===== config.mk =====
export PLATFORM = sky130hd
export DESIGN_NAME = int_controller_flat
export DESIGN_NICKNAME = d
export VERILOG_FILES = /design/src/rtl/int_controller_pkg.sv /design/src/rtl/int_controller_if.sv /design/src/rtl/int_sync_edge.sv /design/src/rtl/int_controller.sv /design/src/flat_wrapper.sv
export SDC_FILE = /design/constraint.sdc
export NUM_CORES = 1
export LEC_CHECK = 0
export ABC_AREA = 1
export CAP_MARGIN = 20
export CORE_ASPECT_RATIO = 0.5
export CORE_MARGIN = 10
export CORE_UTILIZATION = 45
export DETAILED_ROUTE_END_ITERATION = 10
export PLACE_DENSITY = 0.84
export SETUP_SLACK_MARGIN = 0.5
export SLEW_MARGIN = 15
export SYNTH_ARGS = -nofsm -noshare
export SYNTH_HDL_FRONTEND = slang
export SYNTH_SLANG_ARGS = --single-unit
export TNS_END_PERCENT = 5

===== constraint.sdc =====
create_clock -name inti_clk -period 2.4 [get_ports inti_clk]
set_input_delay 0.6 -clock inti_clk [delete_from_list [all_inputs] [get_ports inti_clk]]
set_output_delay 0.6 -clock inti_clk [all_outputs]
set_load 0.02 [all_outputs]

===== src/rtl/int_controller_pkg.sv =====
// Shared constants, state encodings and the priority helper for the
// hardware interrupt controller.
package int_controller_pkg;

  localparam logic [3:0] INT_ID_ERET         = 4'b1111;
  localparam int         DEFAULT_ACK_TIMEOUT = 8;
  localparam int         MAX_SRC             = 15;

  typedef enum logic [1:0] {
    INTC_IDLE    = 2'd0,
    INTC_REQ     = 2'd1,
    INTC_SERVICE = 2'd2
  } intc_state_e;

  // Lowest set index wins; an empty vector yields the reserved ERET ID.
  function automatic logic [3:0] prio_lowest(input logic [MAX_SRC-1:0] v);
    prio_lowest = INT_ID_ERET;
    for (int i = MAX_SRC - 1; i >= 0; i--) begin
      if (v[i]) prio_lowest = 4'(i);
    end
  endfunction

endpackage


===== src/rtl/int_controller_if.sv =====
// Signal bundle between the interrupt controller (master) and the
// peripherals/pipeline/scheduler environment (slave).
interface int_controller_if #(parameter int NUM_SRC = 4);
  import int_controller_pkg::*;

  logic [NUM_SRC-1:0] inti_src;
  logic               inti_mask_we;
  logic [NUM_SRC-1:0] inti_mask_wdata;
  logic [15:0]        inti_pc;
  logic               inti_pc_valid;
  logic               inti_ack;
  logic               inti_eret;

  // Request handshake: into_hard_int rises with into_int_id/into_epc valid and
  // stays high until inti_ack (or the ack timeout); the falling edge is the
  // event the scheduler samples, and id/epc stay stable until after ERET.
  logic               into_hard_int;
  logic [3:0]         into_int_id;
  logic [15:0]        into_epc;
  logic [NUM_SRC-1:0] into_pending;
  logic [NUM_SRC-1:0] into_mask;
  logic               into_busy;
  intc_state_e        into_state;

  modport master (
    input  inti_src, inti_mask_we, inti_mask_wdata, inti_pc, inti_pc_valid,
           inti_ack, inti_eret,
    output into_hard_int, into_int_id, into_epc, into_pending, into_mask,
           into_busy, into_state
  );

  modport slave (
    output inti_src, inti_mask_we, inti_mask_wdata, inti_pc, inti_pc_valid,
           inti_ack, inti_eret,
    input  into_hard_int, into_int_id, into_epc, into_pending, into_mask,
           into_busy, into_state
  );

endinterface


===== src/rtl/int_sync_edge.sv =====
// Multi-flop synchroniser for one asynchronous interrupt line followed by a
// rising-edge detector on the synchronised value.
module int_sync_edge #(
  parameter int STAGES = 2
) (
  input  logic clk_i,
  input  logic rst_ni,
  input  logic async_i,
  output logic edge_o
);

  logic [STAGES-1:0] sync_q;
  logic              prev_q;

  always_ff @(posedge clk_i or negedge rst_ni) begin
    if (!rst_ni) begin
      sync_q <= '0;
      prev_q <= 1'b0;
    end else begin
      sync_q[0] <= async_i;
      for (int i = 1; i < STAGES; i++) sync_q[i] <= sync_q[i-1];
      prev_q <= sync_q[STAGES-1];
    end
  end

  assign edge_o = sync_q[STAGES-1] & ~prev_q;

endmodule


===== src/rtl/int_controller.sv =====
// Hardware interrupt controller: latches synchronised source edges as pending,
// masks, picks the lowest eligible index and runs a one-outstanding request FSM.
module int_controller
  import int_controller_pkg::*;
#(
  parameter int NUM_SRC     = 4,
  parameter int SYNC_STAGES = 2,
  parameter int ACK_TIMEOUT = DEFAULT_ACK_TIMEOUT
) (
  input  logic             inti_clk,
  input  logic             inti_rst,
  int_controller_if.master bus
);

  localparam int CW = $clog2(ACK_TIMEOUT + 1);

  logic [NUM_SRC-1:0] edge_w;
  logic [NUM_SRC-1:0] pending_q, pending_d;
  logic [NUM_SRC-1:0] mask_q, mask_d;
  logic [NUM_SRC-1:0] eligible;
  logic [NUM_SRC-1:0] clr;
  logic [MAX_SRC-1:0] elig_ext;
  logic [3:0]         winner;
  logic               grant;
  logic               timeout;

  intc_state_e        state_q;
  logic               hard_q;
  logic [3:0]         id_q;
  logic [15:0]        epc_q;
  logic [CW-1:0]      cnt_q;

  for (genvar g = 0; g < NUM_SRC; g++) begin : g_sync
    int_sync_edge #(.STAGES(SYNC_STAGES)) u_sync (
      .clk_i  (inti_clk),
      .rst_ni (inti_rst),
      .async_i(bus.inti_src[g]),
      .edge_o (edge_w[g])
    );
  end

  assign eligible = pending_q & mask_q;
  assign grant    = (state_q == INTC_IDLE) && (|eligible) && bus.inti_pc_valid;
  assign timeout  = (cnt_q == CW'(ACK_TIMEOUT - 1));

  always_comb begin
    elig_ext = '0;
    elig_ext[NUM_SRC-1:0] = eligible;
    winner = prio_lowest(elig_ext);
    clr = '0;
    for (int i = 0; i < NUM_SRC; i++) begin
      if (grant && (winner == 4'(i))) clr[i] = 1'b1;
    end
    // A fresh edge on the line being granted keeps its pending bit set.
    pending_d = (pending_q & ~clr) | edge_w;
    mask_d    = bus.inti_mask_we ? bus.inti_mask_wdata : mask_q;
  end

  always_ff @(posedge inti_clk or negedge inti_rst) begin
    if (!inti_rst) begin
      pending_q <= '0;
      mask_q    <= '1;
    end else begin
      pending_q <= pending_d;
      mask_q    <= mask_d;
    end
  end

  // id/epc only change on a grant, so they stay stable through SERVICE.
  always_ff @(posedge inti_clk or negedge inti_rst) begin
    if (!inti_rst) begin
      state_q <= INTC_IDLE;
      hard_q  <= 1'b0;
      id_q    <= '0;
      epc_q   <= '0;
      cnt_q   <= '0;
    end else begin
      case (state_q)
        INTC_IDLE: begin
          if (grant) begin
            state_q <= INTC_REQ;
            hard_q  <= 1'b1;
            id_q    <= winner;
            epc_q   <= bus.inti_pc;
            cnt_q   <= '0;
          end
        end
        INTC_REQ: begin
          if (bus.inti_ack || timeout) begin
            state_q <= INTC_SERVICE;
            hard_q  <= 1'b0;
            cnt_q   <= '0;
          end else begin
            cnt_q <= cnt_q + CW'(1);
          end
        end
        INTC_SERVICE: begin
          if (bus.inti_eret) state_q <= INTC_IDLE;
        end
        default: begin
          state_q <= INTC_IDLE;
          hard_q  <= 1'b0;
        end
      endcase
    end
  end

  assign bus.into_hard_int = hard_q;
  assign bus.into_int_id   = id_q;
  assign bus.into_epc      = epc_q;
  assign bus.into_pending  = pending_q;
  assign bus.into_mask     = mask_q;
  assign bus.into_busy     = (state_q != INTC_IDLE);
  assign bus.into_state    = state_q;

endmodule


===== src/flat_wrapper.sv =====
// flat-port wrapper written by rule: the top's interface ports become plain ports
module int_controller_flat import int_controller_pkg::*;
#(
  parameter int NUM_SRC     = 4,
  parameter int SYNC_STAGES = 2,
  parameter int ACK_TIMEOUT = DEFAULT_ACK_TIMEOUT
)
  (inti_clk, inti_rst, bus_inti_src, bus_inti_mask_we, bus_inti_mask_wdata, bus_inti_pc, bus_inti_pc_valid, bus_inti_ack, bus_inti_eret, bus_into_hard_int, bus_into_int_id, bus_into_epc, bus_into_pending, bus_into_mask, bus_into_busy, bus_into_state);
  int_controller_if #(.NUM_SRC(NUM_SRC)) bus_i ();
  input  logic inti_clk;
  input  logic inti_rst;
  input wire logic [$bits(bus_i.inti_src)-1:0] bus_inti_src;
  input wire logic [$bits(bus_i.inti_mask_we)-1:0] bus_inti_mask_we;
  input wire logic [$bits(bus_i.inti_mask_wdata)-1:0] bus_inti_mask_wdata;
  input wire logic [$bits(bus_i.inti_pc)-1:0] bus_inti_pc;
  input wire logic [$bits(bus_i.inti_pc_valid)-1:0] bus_inti_pc_valid;
  input wire logic [$bits(bus_i.inti_ack)-1:0] bus_inti_ack;
  input wire logic [$bits(bus_i.inti_eret)-1:0] bus_inti_eret;
  output wire logic [$bits(bus_i.into_hard_int)-1:0] bus_into_hard_int;
  output wire logic [$bits(bus_i.into_int_id)-1:0] bus_into_int_id;
  output wire logic [$bits(bus_i.into_epc)-1:0] bus_into_epc;
  output wire logic [$bits(bus_i.into_pending)-1:0] bus_into_pending;
  output wire logic [$bits(bus_i.into_mask)-1:0] bus_into_mask;
  output wire logic [$bits(bus_i.into_busy)-1:0] bus_into_busy;
  output wire logic [$bits(bus_i.into_state)-1:0] bus_into_state;
  assign bus_i.inti_src = bus_inti_src;
  assign bus_i.inti_mask_we = bus_inti_mask_we;
  assign bus_i.inti_mask_wdata = bus_inti_mask_wdata;
  assign bus_i.inti_pc = bus_inti_pc;
  assign bus_i.inti_pc_valid = bus_inti_pc_valid;
  assign bus_i.inti_ack = bus_inti_ack;
  assign bus_i.inti_eret = bus_inti_eret;
  assign bus_into_hard_int = bus_i.into_hard_int;
  assign bus_into_int_id = bus_i.into_int_id;
  assign bus_into_epc = bus_i.into_epc;
  assign bus_into_pending = bus_i.into_pending;
  assign bus_into_mask = bus_i.into_mask;
  assign bus_into_busy = bus_i.into_busy;
  assign bus_into_state = bus_i.into_state;
  int_controller #(.NUM_SRC(NUM_SRC), .SYNC_STAGES(SYNC_STAGES), .ACK_TIMEOUT(ACK_TIMEOUT)) u_core (.inti_clk(inti_clk), .inti_rst(inti_rst), .bus(bus_i));
endmodule

* Yosys cells after proc, flatten, opt, wreduce, memory -nomap -nowiden
Cells that the tools add are included.
Cells by class: add/subtract/negate cells 1, bitwise gates (word level) 13, reduce and logical (&&, ||, !) cells 16, multiplexer cells 18, equal/unequal tests 9
Operators by type and width (count):
- $mux W4 | 6
- $and A4 B4 Y4 | 2
- $eq A4 B2 Y1 const B | 2
- $pmux W4 S2 | 1
- $logic_and A1 B1 Y1 | 6
- $mux W1 | 6
- $mux W2 | 3
- $pmux W2 S3 | 1
- $reduce_and A3 Y1 | 2
- $not A1 Y1 | 5
- $add A4 B1 Y4 const B | 1
- $and A1 B1 Y1 | 4
- $eq A4 B1 Y1 const B | 1
- $eq A4 B3 Y1 const B | 1
- $logic_not A4 Y1 | 1
- $ne A2 B1 Y1 const B | 2
- $not A4 Y4 | 1
- $or A4 B4 Y4 | 1
- $reduce_and A2 Y1 | 2
- $reduce_bool A2 Y1 | 2
- $reduce_or A4 Y1 | 1
- $pmux W1 S3 | 1
- $eq A2 B1 Y1 const B | 1
- $eq A2 B2 Y1 const B | 1
- other kinds (3) | 3
Storage, ports and cells: logic and storage cells 72, register bits 47, output and inout port bits 32

* Depth between registers and ports, before layout
depth in word-level cells 11, gate-level depth with buffers 8

* By module
From an unflattened synthesis, not the netlist that was laid out.
Second synthesis, totals: cells, all modules 182, area, all modules 1848.0 µm²
Modules (own cells, without submodules):
- int_controller | area an instance 1507.7 µm², cells an instance 162, instances 1, seq. area each 855.8 µm²
- int_sync_edge | area an instance 85.1 µm², cells an instance 5, instances 4, seq. area each 75.1 µm²

* Least setup slack after synthesis
No wires, ideal clock.
path kind register to output, start reg u_core.state_q[1] (netlist: u_core.bus.into_state[1]), end out bus_into_busy, path slack 1017 ps, arrival time 783 ps, path buffers 0, data required time 1800 ps, stages on the path, launching flop included 3, path through dfrtp_1 nor2_4 inv_1
On the way: cells in the longest elaborated chain, start to end 1
Ends and longest elaborated chain:
- start, declared | RTL line int_controller.sv:27 | intc_state_e state_q;
- start signal, assigned | RTL line int_controller.sv:72 | state_q <= INTC_IDLE;
- start signal, assigned | RTL line int_controller.sv:81 | state_q <= INTC_REQ;
- start signal, assigned | RTL line int_controller.sv:90 | state_q <= INTC_SERVICE;
- $reduce_bool A2 Y1 | RTL line int_controller.sv:113 | assign bus.into_busy = (state_q != INTC_IDLE);
- end, declared | RTL line flat_wrapper.sv:24 | output wire logic [$bits(bus_i.into_busy)-1:0] bus_into_busy;
Every way passes these cells.

* Final worst setup path
start reg u_core.mask_q[2] (netlist: u_core.bus.into_mask[2]), end out bus_into_mask[2]
RTL lines:
- start, declared | RTL line int_controller.sv:19 | logic [NUM_SRC-1:0] mask_q, mask_d;
- start signal, assigned | RTL line int_controller.sv:65 | mask_q <= mask_d;
- end, declared | RTL line flat_wrapper.sv:23 | output wire logic [$bits(bus_i.into_mask)-1:0] bus_into_mask;
No word-level cell between the ends.

==> run metrics <==
register bit total from synthesis=between 40 and 50; setup TNS=0 ns; DRC Markers=0; Power per Cell Area=approximately 1200 nW/um2; WS Path Type=reg -> out; Tcrit/Tclk final=85.73%; Yosys top cell area share=57.77%; Clock Tree Buf Depth=2; # clock sinks=46; Syn Area/Cell=between 10 and 15 um2; initial antenna violation count=0; RSZ-0062 raised after global routing=true; Worst Hold Class=in -> async; Worst Skew=0.01039 ns; Warnings, synthesis=0; CTS Hold Bufs=0; Worst Max-Slew Pin Slew=0.6842 ns; residual overflow from global routing=0; Max-Cap Viols=0; chip height=~65 um; PortBufs=61; share of cells above drive strength 1=about 13%; die area=~7000 um2; crit path DAT=~1.5 ns; via count=1,398; Syn Inst Count=181; CTS tree=done; post-detail-place hpwl=between 3 and 4 mm; post-synth net total=212; first-pass GRT wire length=6.865 mm; Final Hold Vio Count=0; DIE WIDTH=109.9 um; Peak VDD IR=about 0.00042 V; vias per inst=between 4 and 5; met1 usage=13.36%; Routed Antenna Nets=0; initial core utilization=46.60%; clk slew on worst S/H paths=0.09 ns; number of setup buffers added after CTS=0; largest net degree at the start of global routing=33; CP bufs+invs=1; post-synthesis sequential area ratio=63.55%; cell family with most CP delay=buffers and inverters; CP peak stage delay=between 0.6 and 0.7 ns; Worst path depth=1; 1st-pass router iterations=4; DRT Wirelength=4.332 mm; status=finished, final reports clean; P_leak=1.267 nW; CTS Root Cell=clkbuf_8; slowest CP cell=clkdlybuf4s50_1; Area contributors post-synth=dfrtp_1 58%, nand2_1 15%, dfstp_2 5.8%; worst r2r path cells=7; final setup vio count=0; required time worst endpoint=1.80 ns; Top Usage Layer GRT=met2; core box area=roughly 4000 um2; Slew Limit Fails=0; vias in the first global route=1,438; worst-path maximum fanout=3; Max Clk Rate=486.0 MHz; Ant. Diodes=0; Netlist Area Pre-Place=1819 um2; Max-slew headroom=54.39%; Area growth syn-to-layout=43.05%; io pins=62; Total Routing Usage GR=11.98%; # rows=16; Clock Latency Late Sink=between 0.2 and 0.3 ns; critical path cell sequence=clkdlybuf4s50_1; DR iter-0 viols=95; htree depth=2; met3 Use GR=between 3 and 4%; Final Util=between 60% and 70%; Unique masters post-synth=24; CP Launch Type=flop; TritonCTS Buffers=5; met2 usage=21.62%; post-layout min period=2.057 ns; Critical Path End Type=output pin; layout net count=between 200 and 300; most area-hungry cell type in the Yosys netlist=dfrtp_1; Wirelength per Cell=14.39 um; gpl congestion=0.8335
==> worst reg2reg max path: stages, from the launching register on <==
cell      delay, ns
dfstp_2        0.55
nand2_1        0.13
nand2_2        0.14
clkinv_1       0.08
nand2_2        0.10
nand2_4        0.17
nand2_1        0.12
o21ai_1        0.08
==> Yosys cell counts <==
master    instances
nor2_8            1
nand2_4           2
nor2_2            1
nand2_1          71
nand2_2           4
dfrtp_1          42
nor2_4            2
o21bai_1          1
clkinv_1          1
a21oi_1           1
buf_6             3
buf_4             1
ha_1              1
nand3_1           7
inv_1            12
o21ai_1           2
or2_2             1
o21ai_0           6
mux2_2            3
nand3b_1          1
nor2_1            7
nand4_1           4
inv_2             3
dfstp_2           4
==> cell usage in the layout, fill, tap and decap left out, types with 3 or more instances in the layout <==
| cell type | n |
|---|---|
| inv_2 | 3 |
| nand4_1 | 4 |
| mux2_2 | 3 |
| nand3_1 | 7 |
| inv_1 | 12 |
| clkdlybuf4s50_1 | 58 |
| nand2_2 | 4 |
| nand2_1 | 71 |
| dfstp_2 | 4 |
| dfrtp_1 | 42 |
| clkbuf_8 | 6 |
| nor2_1 | 7 |
| o21ai_0 | 6 |
==> layer usage <==
layer | up-vias | routed length [um] | part of all wire, %
met1 | 674 | 1729 | 40
met2 | 31 | 2323 | 54
met3 | 6 | 236 | 5.4
li1 | 687 | - | -
met5 | - | 0 | 0
met4 | 0 | 42 | 0.97
==> area by class of cell <==
type | count | area (um2)
fill | 299 | 1301
multi-input combinational | 115 | 561.8
sequential | 46 | 1156
tap | 54 | 67.56
inverter | 16 | 60.06
clock buffer | 6 | 82.58
timing repair buffer | 62 | 614.3
clock inverter | 2 | 60.06
==> cells by family after synthesis <==
logic type | Yosys count | share of synthesized area [%]
and+or+nand+nor | 101 | 25.45
DFF | 46 | 63.55
buffers and inverters | 20 | 5.570
AOI/OAI and AO/OA | 10 | 2.889
muxes | 3 | 1.857
adders and majority gates | 1 | 0.6876
==> power by group <==
part | switching [mW] | internal (mW)
clock network | 0.247 | 0.444
logic | 0.718 | 0.544
registers | 0.147 | 1.00
==> metrics by stage <==
stage	hold slack (ns)	setup slack [ns]	total power, mW	instances	area, um2
6_report	0.3406	0.3425	3.102	301	2603
5_1_grt	0.3616	0.3041	3.289	301	2603
4_1_cts	0.3545	0.3167	3.135	301	2600
3_5_place_dp	0.3355	0.5891	2.438	293	2459
3_3_place_gp	0.3324	0.6247	2.392	293	2459
2_1_floorplan	0.3044	1.017	1.851	181	1819
==> path summary, 6_finish.rpt <==
check | from | end | slack [ns]
max | u_core.bus.into_mask[2] | bus_into_mask[2] | 0.34
max in group asynchronous | inti_rst | u_core.bus.into_epc[3] | 1.38
min reg2reg | u_core.g_sync[0].u_sync.sync_q[0] | u_core.g_sync[0].u_sync.sync_q[1] | 0.35
max reg2reg | u_core.bus.into_mask[2] | u_core.bus.into_int_id[0] | 0.92
min in group inti_clk | u_core.g_sync[0].u_sync.sync_q[0] | u_core.g_sync[0].u_sync.sync_q[1] | 0.35
min | inti_rst | u_core.bus.into_epc[9] | 0.34
==> timing repair <==
item,4_1_cts,5_1_grt
pin swaps,0,0
resized for setup,1,1
setup endpoints to repair,12,27
hold endpoints to repair,0,0
==> state kept, by name, indices dropped and copies added, names as in the netlist <==
name	count
u_core.bus.into_mask	4
u_core.bus.into_pending	4
u_core.bus.into_hard_int	1
u_core.bus.into_int_id	3
u_core.g_sync.u_sync.sync_q	8
u_core.bus.into_epc	16
u_core.bus.into_state	2
u_core.g_sync.u_sync.prev_q	4
u_core.cnt_q	4
No activity file was read; power rests on OpenSTA's default activity.
